[config.mk]
export PLATFORM = sky130hd
export DESIGN_NAME = mi_cmd_master_flat
export DESIGN_NICKNAME = d
export VERILOG_FILES = /design/src/rtl/mi_cmd_master_if.sv /design/src/rtl/mi_cmd_master.sv /design/src/flat_wrapper.sv
export SDC_FILE = /design/constraint.sdc
export NUM_CORES = 1
export LEC_CHECK = 0
export CAP_MARGIN = 10
export CORE_MARGIN = 2
export CORE_UTILIZATION = 35
export CTS_CLUSTER_DIAMETER = 60
export DETAILED_ROUTE_END_ITERATION = 8
export PLACE_DENSITY_LB_ADDON = 0.3
export SYNTH_ARGS = -nofsm -noshare
export SYNTH_HDL_FRONTEND = slang
export SYNTH_SLANG_ARGS = --single-unit
[constraint.sdc]
create_clock -name clk -period 5.1 [get_ports clk]
set_input_delay 1.02 -clock clk [delete_from_list [all_inputs] [get_ports clk]]
set_output_delay 1.02 -clock clk [all_outputs]
set_load 0.03 [all_outputs]
[src/rtl/mi_cmd_master_if.sv]
// mi_cmd_master_if: groups the command, MI bus and response signals of the MI32 command
// master into one bundle.
//   Parameters: MI_DATA_WIDTH (data bus width), MI_ADDR_WIDTH (address width).
//   Command side : cmd_addr, cmd_dwr, cmd_be, cmd_wr, cmd_src_rdy -> / <- cmd_dst_rdy
//   MI side      : mi_dwr, mi_addr, mi_be, mi_rd, mi_wr -> / <- mi_ardy, mi_drd, mi_drdy
//   Response side: rsp_data, rsp_err, rsp_src_rdy -> / <- rsp_dst_rdy
//   modport master: the command master block itself.
//   modport slave : the surrounding environment (command source, MI slave, response sink).
interface mi_cmd_master_if #(
  parameter int unsigned MI_DATA_WIDTH = 32,
  parameter int unsigned MI_ADDR_WIDTH = 32
);
  localparam int unsigned BeW = MI_DATA_WIDTH / 8;

  logic [MI_ADDR_WIDTH-1:0] cmd_addr;
  logic [MI_DATA_WIDTH-1:0] cmd_dwr;
  logic [BeW-1:0]           cmd_be;
  logic                     cmd_wr;
  logic                     cmd_src_rdy;
  logic                     cmd_dst_rdy;

  logic [MI_DATA_WIDTH-1:0] mi_dwr;
  logic [MI_ADDR_WIDTH-1:0] mi_addr;
  logic [BeW-1:0]           mi_be;
  logic                     mi_rd;
  logic                     mi_wr;
  logic                     mi_ardy;
  logic [MI_DATA_WIDTH-1:0] mi_drd;
  logic                     mi_drdy;

  logic [MI_DATA_WIDTH-1:0] rsp_data;
  logic                     rsp_err;
  logic                     rsp_src_rdy;
  logic                     rsp_dst_rdy;

  modport master (
    input  cmd_addr, cmd_dwr, cmd_be, cmd_wr, cmd_src_rdy,
    output cmd_dst_rdy,
    output mi_dwr, mi_addr, mi_be, mi_rd, mi_wr,
    input  mi_ardy, mi_drd, mi_drdy,
    output rsp_data, rsp_err, rsp_src_rdy,
    input  rsp_dst_rdy
  );

  modport slave (
    output cmd_addr, cmd_dwr, cmd_be, cmd_wr, cmd_src_rdy,
    input  cmd_dst_rdy,
    input  mi_dwr, mi_addr, mi_be, mi_rd, mi_wr,
    output mi_ardy, mi_drd, mi_drdy,
    input  rsp_data, rsp_err, rsp_src_rdy,
    output rsp_dst_rdy
  );
endinterface

[src/rtl/mi_cmd_master.sv]
// mi_cmd_master: MI32 initiator. Takes one command at a time from a command stream, runs it
// as an MI read or write, and returns read results (or a timeout error) on a response stream.
//
// Parameters:
//   MI_DATA_WIDTH  data width of MI/command/response data (default 32)
//   MI_ADDR_WIDTH  address width (default 32)
//   TIMEOUT        cycles to wait for mi_drdy after a read is accepted; must be >= 2
//   CNT_WIDTH      width of the statistics counters
// Ports:
//   clk            clock, rising edge
//   reset          asynchronous active-high reset
//   bus            mi_cmd_master_if.master: command, MI and response signals
//   stat_rd_cnt    read ARDY handshakes    (statistics build only, else 0)
//   stat_wr_cnt    write ARDY handshakes   (statistics build only, else 0)
//   stat_to_cnt    read timeouts           (statistics build only, else 0)
// Build option:
//   MI_CMD_MASTER_STATS_EN  when defined, the three statistics counters are implemented;
//                           otherwise the stat outputs are tied to zero.
module mi_cmd_master #(
  parameter int unsigned MI_DATA_WIDTH = 32,
  parameter int unsigned MI_ADDR_WIDTH = 32,
  parameter int unsigned TIMEOUT       = 256,
  parameter int unsigned CNT_WIDTH     = 32
) (
  input  logic                   clk,
  input  logic                   reset,
  mi_cmd_master_if.master        bus,
  output logic [CNT_WIDTH-1:0]   stat_rd_cnt,
  output logic [CNT_WIDTH-1:0]   stat_wr_cnt,
  output logic [CNT_WIDTH-1:0]   stat_to_cnt
);

  localparam int unsigned BeW = MI_DATA_WIDTH / 8;
  localparam int unsigned ToW = (TIMEOUT > 2) ? $clog2(TIMEOUT) : 1;
  localparam logic [ToW-1:0] ToLast = ToW'(TIMEOUT - 1);

  typedef enum logic [1:0] {
    StIdle,
    StReq,
    StWaitDrdy,
    StRsp
  } state_e;

  state_e state_q, state_d;

  // Registered command
  logic [MI_ADDR_WIDTH-1:0] addr_q;
  logic [MI_DATA_WIDTH-1:0] dwr_q;
  logic [BeW-1:0]           be_q;
  logic                     wr_q;

  // Response holding registers
  logic [MI_DATA_WIDTH-1:0] rsp_data_q;
  logic                     rsp_err_q;

  // Set on a read timeout: the slave still owes one mi_drdy pulse that must not be
  // mistaken for the answer to a later read.
  logic stale_q, stale_d;

  logic [ToW-1:0] to_cnt_q, to_cnt_d;

  // Events decoded by the next-state logic
  logic cmd_take;
  logic rd_hs;
  logic wr_hs;
  logic rsp_load_data;
  logic rsp_load_err;

  logic drdy_live;
  logic drdy_stale;

  assign drdy_live  = bus.mi_drdy & ~stale_q;
  assign drdy_stale = bus.mi_drdy & stale_q;

  // ---------------------------------------------------------------------------
  // State register
  // ---------------------------------------------------------------------------
  always_ff @(posedge clk or posedge reset) begin
    if (reset) begin
      state_q <= StIdle;
    end else begin
      state_q <= state_d;
    end
  end

  // ---------------------------------------------------------------------------
  // Next-state logic (also produces datapath strobes)
  // ---------------------------------------------------------------------------
  always_comb begin
    state_d       = state_q;
    cmd_take      = 1'b0;
    rd_hs         = 1'b0;
    wr_hs         = 1'b0;
    rsp_load_data = 1'b0;
    rsp_load_err  = 1'b0;
    to_cnt_d      = to_cnt_q;
    stale_d       = stale_q;

    // The owed pulse is swallowed wherever it shows up.
    if (drdy_stale) begin
      stale_d = 1'b0;
    end

    case (state_q)
      StIdle: begin
        if (bus.cmd_src_rdy) begin
          cmd_take = 1'b1;
          state_d  = StReq;
        end
      end

      StReq: begin
        if (bus.mi_ardy) begin
          if (wr_q) begin
            wr_hs   = 1'b1;
            state_d = StIdle;
          end else begin
            rd_hs    = 1'b1;
            to_cnt_d = '0;
            if (drdy_live) begin
              rsp_load_data = 1'b1;
              state_d       = StRsp;
            end else begin
              state_d = StWaitDrdy;
            end
          end
        end
      end

      StWaitDrdy: begin
        if (drdy_live) begin
          // Checked before the timeout so a coincident pulse still delivers data.
          rsp_load_data = 1'b1;
          state_d       = StRsp;
        end else if (drdy_stale) begin
          // Pulse belonged to the earlier timed-out read; give this read a full window.
          to_cnt_d = '0;
        end else if (to_cnt_q == ToLast) begin
          rsp_load_err = 1'b1;
          stale_d      = 1'b1;
          state_d      = StRsp;
        end else begin
          to_cnt_d = to_cnt_q + 1'b1;
        end
      end

      StRsp: begin
        if (bus.rsp_dst_rdy) begin
          state_d = StIdle;
        end
      end

      default: begin
        state_d = StIdle;
      end
    endcase
  end

  // ---------------------------------------------------------------------------
  // Output logic (from state only, so reset drops requests asynchronously)
  // ---------------------------------------------------------------------------
  always_comb begin
    bus.cmd_dst_rdy = 1'b0;
    bus.mi_rd       = 1'b0;
    bus.mi_wr       = 1'b0;
    bus.rsp_src_rdy = 1'b0;
    case (state_q)
      // Held low while reset is asserted even though the state register reads idle.
      StIdle:     bus.cmd_dst_rdy = ~reset;
      StReq: begin
        bus.mi_rd = ~wr_q;
        bus.mi_wr = wr_q;
      end
      StWaitDrdy: ;
      StRsp:      bus.rsp_src_rdy = 1'b1;
      default:    ;
    endcase
  end

  assign bus.mi_addr  = addr_q;
  assign bus.mi_dwr   = dwr_q;
  assign bus.mi_be    = be_q;
  assign bus.rsp_data = rsp_data_q;
  assign bus.rsp_err  = rsp_err_q;

  // ---------------------------------------------------------------------------
  // Datapath registers
  // ---------------------------------------------------------------------------
  always_ff @(posedge clk or posedge reset) begin
    if (reset) begin
      addr_q     <= '0;
      dwr_q      <= '0;
      be_q       <= '0;
      wr_q       <= 1'b0;
      rsp_data_q <= '0;
      rsp_err_q  <= 1'b0;
      stale_q    <= 1'b0;
      to_cnt_q   <= '0;
    end else begin
      stale_q  <= stale_d;
      to_cnt_q <= to_cnt_d;
      if (cmd_take) begin
        addr_q <= bus.cmd_addr;
        dwr_q  <= bus.cmd_dwr;
        be_q   <= bus.cmd_be;
        wr_q   <= bus.cmd_wr;
      end
      if (rsp_load_data) begin
        rsp_data_q <= bus.mi_drd;
        rsp_err_q  <= 1'b0;
      end else if (rsp_load_err) begin
        rsp_data_q <= '0;
        rsp_err_q  <= 1'b1;
      end
    end
  end

  // ---------------------------------------------------------------------------
  // Statistics
  // ---------------------------------------------------------------------------
`ifdef MI_CMD_MASTER_STATS_EN
  logic [CNT_WIDTH-1:0] stat_rd_q;
  logic [CNT_WIDTH-1:0] stat_wr_q;
  logic [CNT_WIDTH-1:0] stat_to_q;

  // Counters wrap naturally at 2^CNT_WIDTH.
  always_ff @(posedge clk or posedge reset) begin
    if (reset) begin
      stat_rd_q <= '0;
      stat_wr_q <= '0;
      stat_to_q <= '0;
    end else begin
      if (rd_hs) begin
        stat_rd_q <= stat_rd_q + 1'b1;
      end
      if (wr_hs) begin
        stat_wr_q <= stat_wr_q + 1'b1;
      end
      if (rsp_load_err) begin
        stat_to_q <= stat_to_q + 1'b1;
      end
    end
  end

  assign stat_rd_cnt = stat_rd_q;
  assign stat_wr_cnt = stat_wr_q;
  assign stat_to_cnt = stat_to_q;
`else
  assign stat_rd_cnt = '0;
  assign stat_wr_cnt = '0;
  assign stat_to_cnt = '0;

  logic unused_stat_events;
  assign unused_stat_events = ^{rd_hs, wr_hs};
`endif

endmodule
[src/flat_wrapper.sv]
// flat-port wrapper written by rule: the top's interface ports become plain ports
module mi_cmd_master_flat 
#(
  parameter int unsigned MI_DATA_WIDTH = 32,
  parameter int unsigned MI_ADDR_WIDTH = 32,
  parameter int unsigned TIMEOUT       = 256,
  parameter int unsigned CNT_WIDTH     = 32
)
  (clk, reset, stat_rd_cnt, stat_wr_cnt, stat_to_cnt, bus_cmd_addr, bus_cmd_dwr, bus_cmd_be, bus_cmd_wr, bus_cmd_src_rdy, bus_cmd_dst_rdy, bus_mi_dwr, bus_mi_addr, bus_mi_be, bus_mi_rd, bus_mi_wr, bus_mi_ardy, bus_mi_drd, bus_mi_drdy, bus_rsp_data, bus_rsp_err, bus_rsp_src_rdy, bus_rsp_dst_rdy);
  mi_cmd_master_if #(.MI_DATA_WIDTH(MI_DATA_WIDTH), .MI_ADDR_WIDTH(MI_ADDR_WIDTH)) bus_i ();
  input  logic clk;
  input  logic reset;
  output logic [CNT_WIDTH-1:0] stat_rd_cnt;
  output logic [CNT_WIDTH-1:0] stat_wr_cnt;
  output logic [CNT_WIDTH-1:0] stat_to_cnt;
  input wire logic [$bits(bus_i.cmd_addr)-1:0] bus_cmd_addr;
  input wire logic [$bits(bus_i.cmd_dwr)-1:0] bus_cmd_dwr;
  input wire logic [$bits(bus_i.cmd_be)-1:0] bus_cmd_be;
  input wire logic [$bits(bus_i.cmd_wr)-1:0] bus_cmd_wr;
  input wire logic [$bits(bus_i.cmd_src_rdy)-1:0] bus_cmd_src_rdy;
  output wire logic [$bits(bus_i.cmd_dst_rdy)-1:0] bus_cmd_dst_rdy;
  output wire logic [$bits(bus_i.mi_dwr)-1:0] bus_mi_dwr;
  output wire logic [$bits(bus_i.mi_addr)-1:0] bus_mi_addr;
  output wire logic [$bits(bus_i.mi_be)-1:0] bus_mi_be;
  output wire logic [$bits(bus_i.mi_rd)-1:0] bus_mi_rd;
  output wire logic [$bits(bus_i.mi_wr)-1:0] bus_mi_wr;
  input wire logic [$bits(bus_i.mi_ardy)-1:0] bus_mi_ardy;
  input wire logic [$bits(bus_i.mi_drd)-1:0] bus_mi_drd;
  input wire logic [$bits(bus_i.mi_drdy)-1:0] bus_mi_drdy;
  output wire logic [$bits(bus_i.rsp_data)-1:0] bus_rsp_data;
  output wire logic [$bits(bus_i.rsp_err)-1:0] bus_rsp_err;
  output wire logic [$bits(bus_i.rsp_src_rdy)-1:0] bus_rsp_src_rdy;
  input wire logic [$bits(bus_i.rsp_dst_rdy)-1:0] bus_rsp_dst_rdy;
  assign bus_i.cmd_addr = bus_cmd_addr;
  assign bus_i.cmd_dwr = bus_cmd_dwr;
  assign bus_i.cmd_be = bus_cmd_be;
  assign bus_i.cmd_wr = bus_cmd_wr;
  assign bus_i.cmd_src_rdy = bus_cmd_src_rdy;
  assign bus_cmd_dst_rdy = bus_i.cmd_dst_rdy;
  assign bus_mi_dwr = bus_i.mi_dwr;
  assign bus_mi_addr = bus_i.mi_addr;
  assign bus_mi_be = bus_i.mi_be;
  assign bus_mi_rd = bus_i.mi_rd;
  assign bus_mi_wr = bus_i.mi_wr;
  assign bus_i.mi_ardy = bus_mi_ardy;
  assign bus_i.mi_drd = bus_mi_drd;
  assign bus_i.mi_drdy = bus_mi_drdy;
  assign bus_rsp_data = bus_i.rsp_data;
  assign bus_rsp_err = bus_i.rsp_err;
  assign bus_rsp_src_rdy = bus_i.rsp_src_rdy;
  assign bus_i.rsp_dst_rdy = bus_rsp_dst_rdy;
  mi_cmd_master #(.MI_DATA_WIDTH(MI_DATA_WIDTH), .MI_ADDR_WIDTH(MI_ADDR_WIDTH), .TIMEOUT(TIMEOUT), .CNT_WIDTH(CNT_WIDTH)) u_core (.clk(clk), .reset(reset), .bus(bus_i), .stat_rd_cnt(stat_rd_cnt), .stat_wr_cnt(stat_wr_cnt), .stat_to_cnt(stat_to_cnt));
endmodule
==> results by group <==
Status
  – Run status: completed

Routing
  – Drc violations: 0
  – Drt total wl: 12.1 mm
  – First-pass detailed-route iteration total: 4
  – Via count: 3,667
  – Final antenna-violating net count: 0
  – Initial drt markers: 101
  – Mean number of vias per cell: 4.46
  – Routed len/inst: 14.7 µm

Timing
  – Tightest Pin Transition: 1160 ps
  – F_max: 0.304 GHz
  – Max-slew headroom at the worst pin: 0.224
  – Fin crit period: 3290 ps
  – Clk_skew: 9.79 ps
  – Max-slew violations: 0
  – Hold slack: 499 ps
  – Setup violators final: 0
  – Final worst-path cycle share: 0.645
  – Total negative slack: 0 ps
  – Final worst slack: 1810 ps
  – Final hold violations: 0
  – RSZ-0062 raised after global routing: false

Critical path
  – Critical Path Source Type: primary input
  – CP Class: in -> out
  – Arrival @ worst endpoint: 2270 ps
  – Worst Path Required: 4080 ps
  – Setup slack, reg-to-reg: 2550 ps
  – CP endpoint kind: output port
  – Critical path peak fanout: 2

Power and ir drop
  – Power Dens Cells: 690 nW/µm²
  – Total power: 5.39 mW
  – VDD IR max: 407 µV
  – P_leak: 3.51 nW

Cells and area
  – Synth-to-layout area growth: 49.0%
  – Fillers: 1,239
  – Final Instance Count excl. Fillers: 823
  – Multi-input logic area: 1960 µm²
  – Sequential cell area: 2830 µm²
  – Final net count: 739
  – Layout Utilization: 0.536
  – Diode count: 0
  – Most common cell after layout, fill and taps aside: clkdlybuf4s50_1
  – Commonest non-fill, non-tap cells in the layout: clkdlybuf4s50_1, dfrtp_1, conb_1
  – Layout cells sized above 1: 0.172
  – Final Cell Area: 7820 µm²

Placement
  – Placed insts: 790
  – Post-DP HPWL: 8.85 mm
  – Placed Area: 7170 µm²
  – Setup WS pre-CTS: 1730 ps
  – Port bufs: 211
  – Routability congestion estimate from global placement: 0.822

Run
  – Max-cap violation count: 0

Logic synthesis
  – Cell area after synthesis: 5250 µm²
  – Library cells used by synthesis: 45
  – Register bit count reported by yosys: 113
  – Sequential-to-total area share from yosys stat: 0.539
  – Syn. warnings: 0
  – Syn Inst Count: 411
  – Post-Syn Area per Cell: 12.8 µm²

Global route
  – Vias in the first global route: 3,764
  – Initial antenna violation count: 0
  – First-pass GRT wire length: 19.1 mm
  – GRT Total Usage: 0.150
  – Largest net degree at the start of global routing: 84
  – Overflow after GRT: 0

Clock tree
  – Post-CTS sizing: 0
  – Root buffer cell: clkbuf_16
  – CTS Hold Bufs: 0
  – Inserted Clock Buffers: 17
  – Clock transition at path regs: 50 ps
  – Clk buf depth: 2
  – Worst-skew pair later-pin latency: 400 ps
  – Postcts setup bufs: 0
  – Htree depth: 4
  – Clk sink count: 113
  – CTS tree: yes

Floorplan
  – IO Pins: 308
  – Die Ht: 126 µm
  – Die area: 16,000 µm²
  – Row count: 44
  – Core area: 14,600 µm²
  – Die width: 126 µm
  – Initial Util: 0.360

Hold path
  – Hold Crit Class: reg -> reg
[worst paths after layout]
kind	start	cells past startpoint	end
setup / recovery	reset	3	bus_cmd_dst_rdy
hold / removal	u_core.bus.rsp_data[11]	1	u_core.bus.rsp_data[11]
max in group asynchronous	reset	3	u_core.bus.rsp_data[31]
min in group asynchronous	reset	2	u_core.bus.mi_addr[11]
hold reg to reg	u_core.bus.rsp_data[11]	1	u_core.bus.rsp_data[11]
setup reg to reg	flip-flop	6	u_core.bus.rsp_data[26]
[cells in the mapped netlist, drive strengths merged]
cell     instances  area share
dfrtp          113        0.54
buf            108        0.15
mux2            70        0.15
a22o            32       0.053
nor2             9      0.0064
inv              8      0.0057
nand2            8      0.0057
ha               6       0.014
o31ai            6      0.0086
and2             4      0.0048
clkbuf           4      0.0029
nand2b           4      0.0048
a21oi            3      0.0029
and4             3      0.0055
nand3            3      0.0029
o21ai            3      0.0029
a221o            2      0.0038
mux2i            2      0.0038
nor2b            2      0.0029
or4              2      0.0029
a2111oi          1      0.0017
a21bo            1      0.0019
a21boi           1      0.0014
a21o             1      0.0014
a311oi           1      0.0017
a31oi            1      0.0012
a41oi            1      0.0017
and3             1      0.0012
and3b            1      0.0024
conb             1     0.00071
nand4            1      0.0012
nand4b           1      0.0017
nor3             1     0.00095
nor3b            1      0.0014
nor4             1      0.0012
o221ai           1      0.0017
o32a             1      0.0019
o41ai            1      0.0017
or3              1      0.0012
[registers in the layout, indices dropped and copies added, names as in the netlist, named ones only]
name / cells
u_core.wr_q: 1
u_core.bus.mi_be: 4
u_core.bus.rsp_err: 1
u_core.bus.mi_addr: 32
u_core.bus.rsp_data: 32
u_core.stale_q: 1
u_core.to_cnt_q: 8
u_core.bus.mi_dwr: 32
u_core.state_q: 1
[power breakdown]
| group | internal, mW | switching, mW |
|---|---|---|
| Sequential | 1.31 | 0.226 |
| Combinational | 1.18 | 1.44 |
| Clock | 0.851 | 0.386 |
| Total | 3.34 | 2.05 |
[final cells by class]
class,count,share of cell area
Tap cell,184,0.0295
Multi-Input combinational cell,273,0.251
Clock inverter,11,0.0203
Clock buffer,21,0.0602
Inverter,8,0.00416
Sequential cell,113,0.362
Timing Repair Buffer,213,0.273
[kinds of logic after synthesis]
logic type                 share of synthesized area
DFF                                            0.539
other                                       0.000715
and+or+nand+nor                               0.0470
buffers and inverters                          0.157
AOI/OAI and AO/OA                             0.0878
muxes                                          0.154
adders and majority gates                     0.0143
[critical path: stages]
cell and delay, ps:
clkdlybuf4s50_1 470, nor2_1 110, clkdlybuf4s50_1 670
[layer usage]
layer,wire length [µm],global-route usage
met1,4640,0.174
met2,6030,0.246
met3,1200,0.0650
met4,237,0.0549
met5,0,0
(Power assumes the default switching activity.)
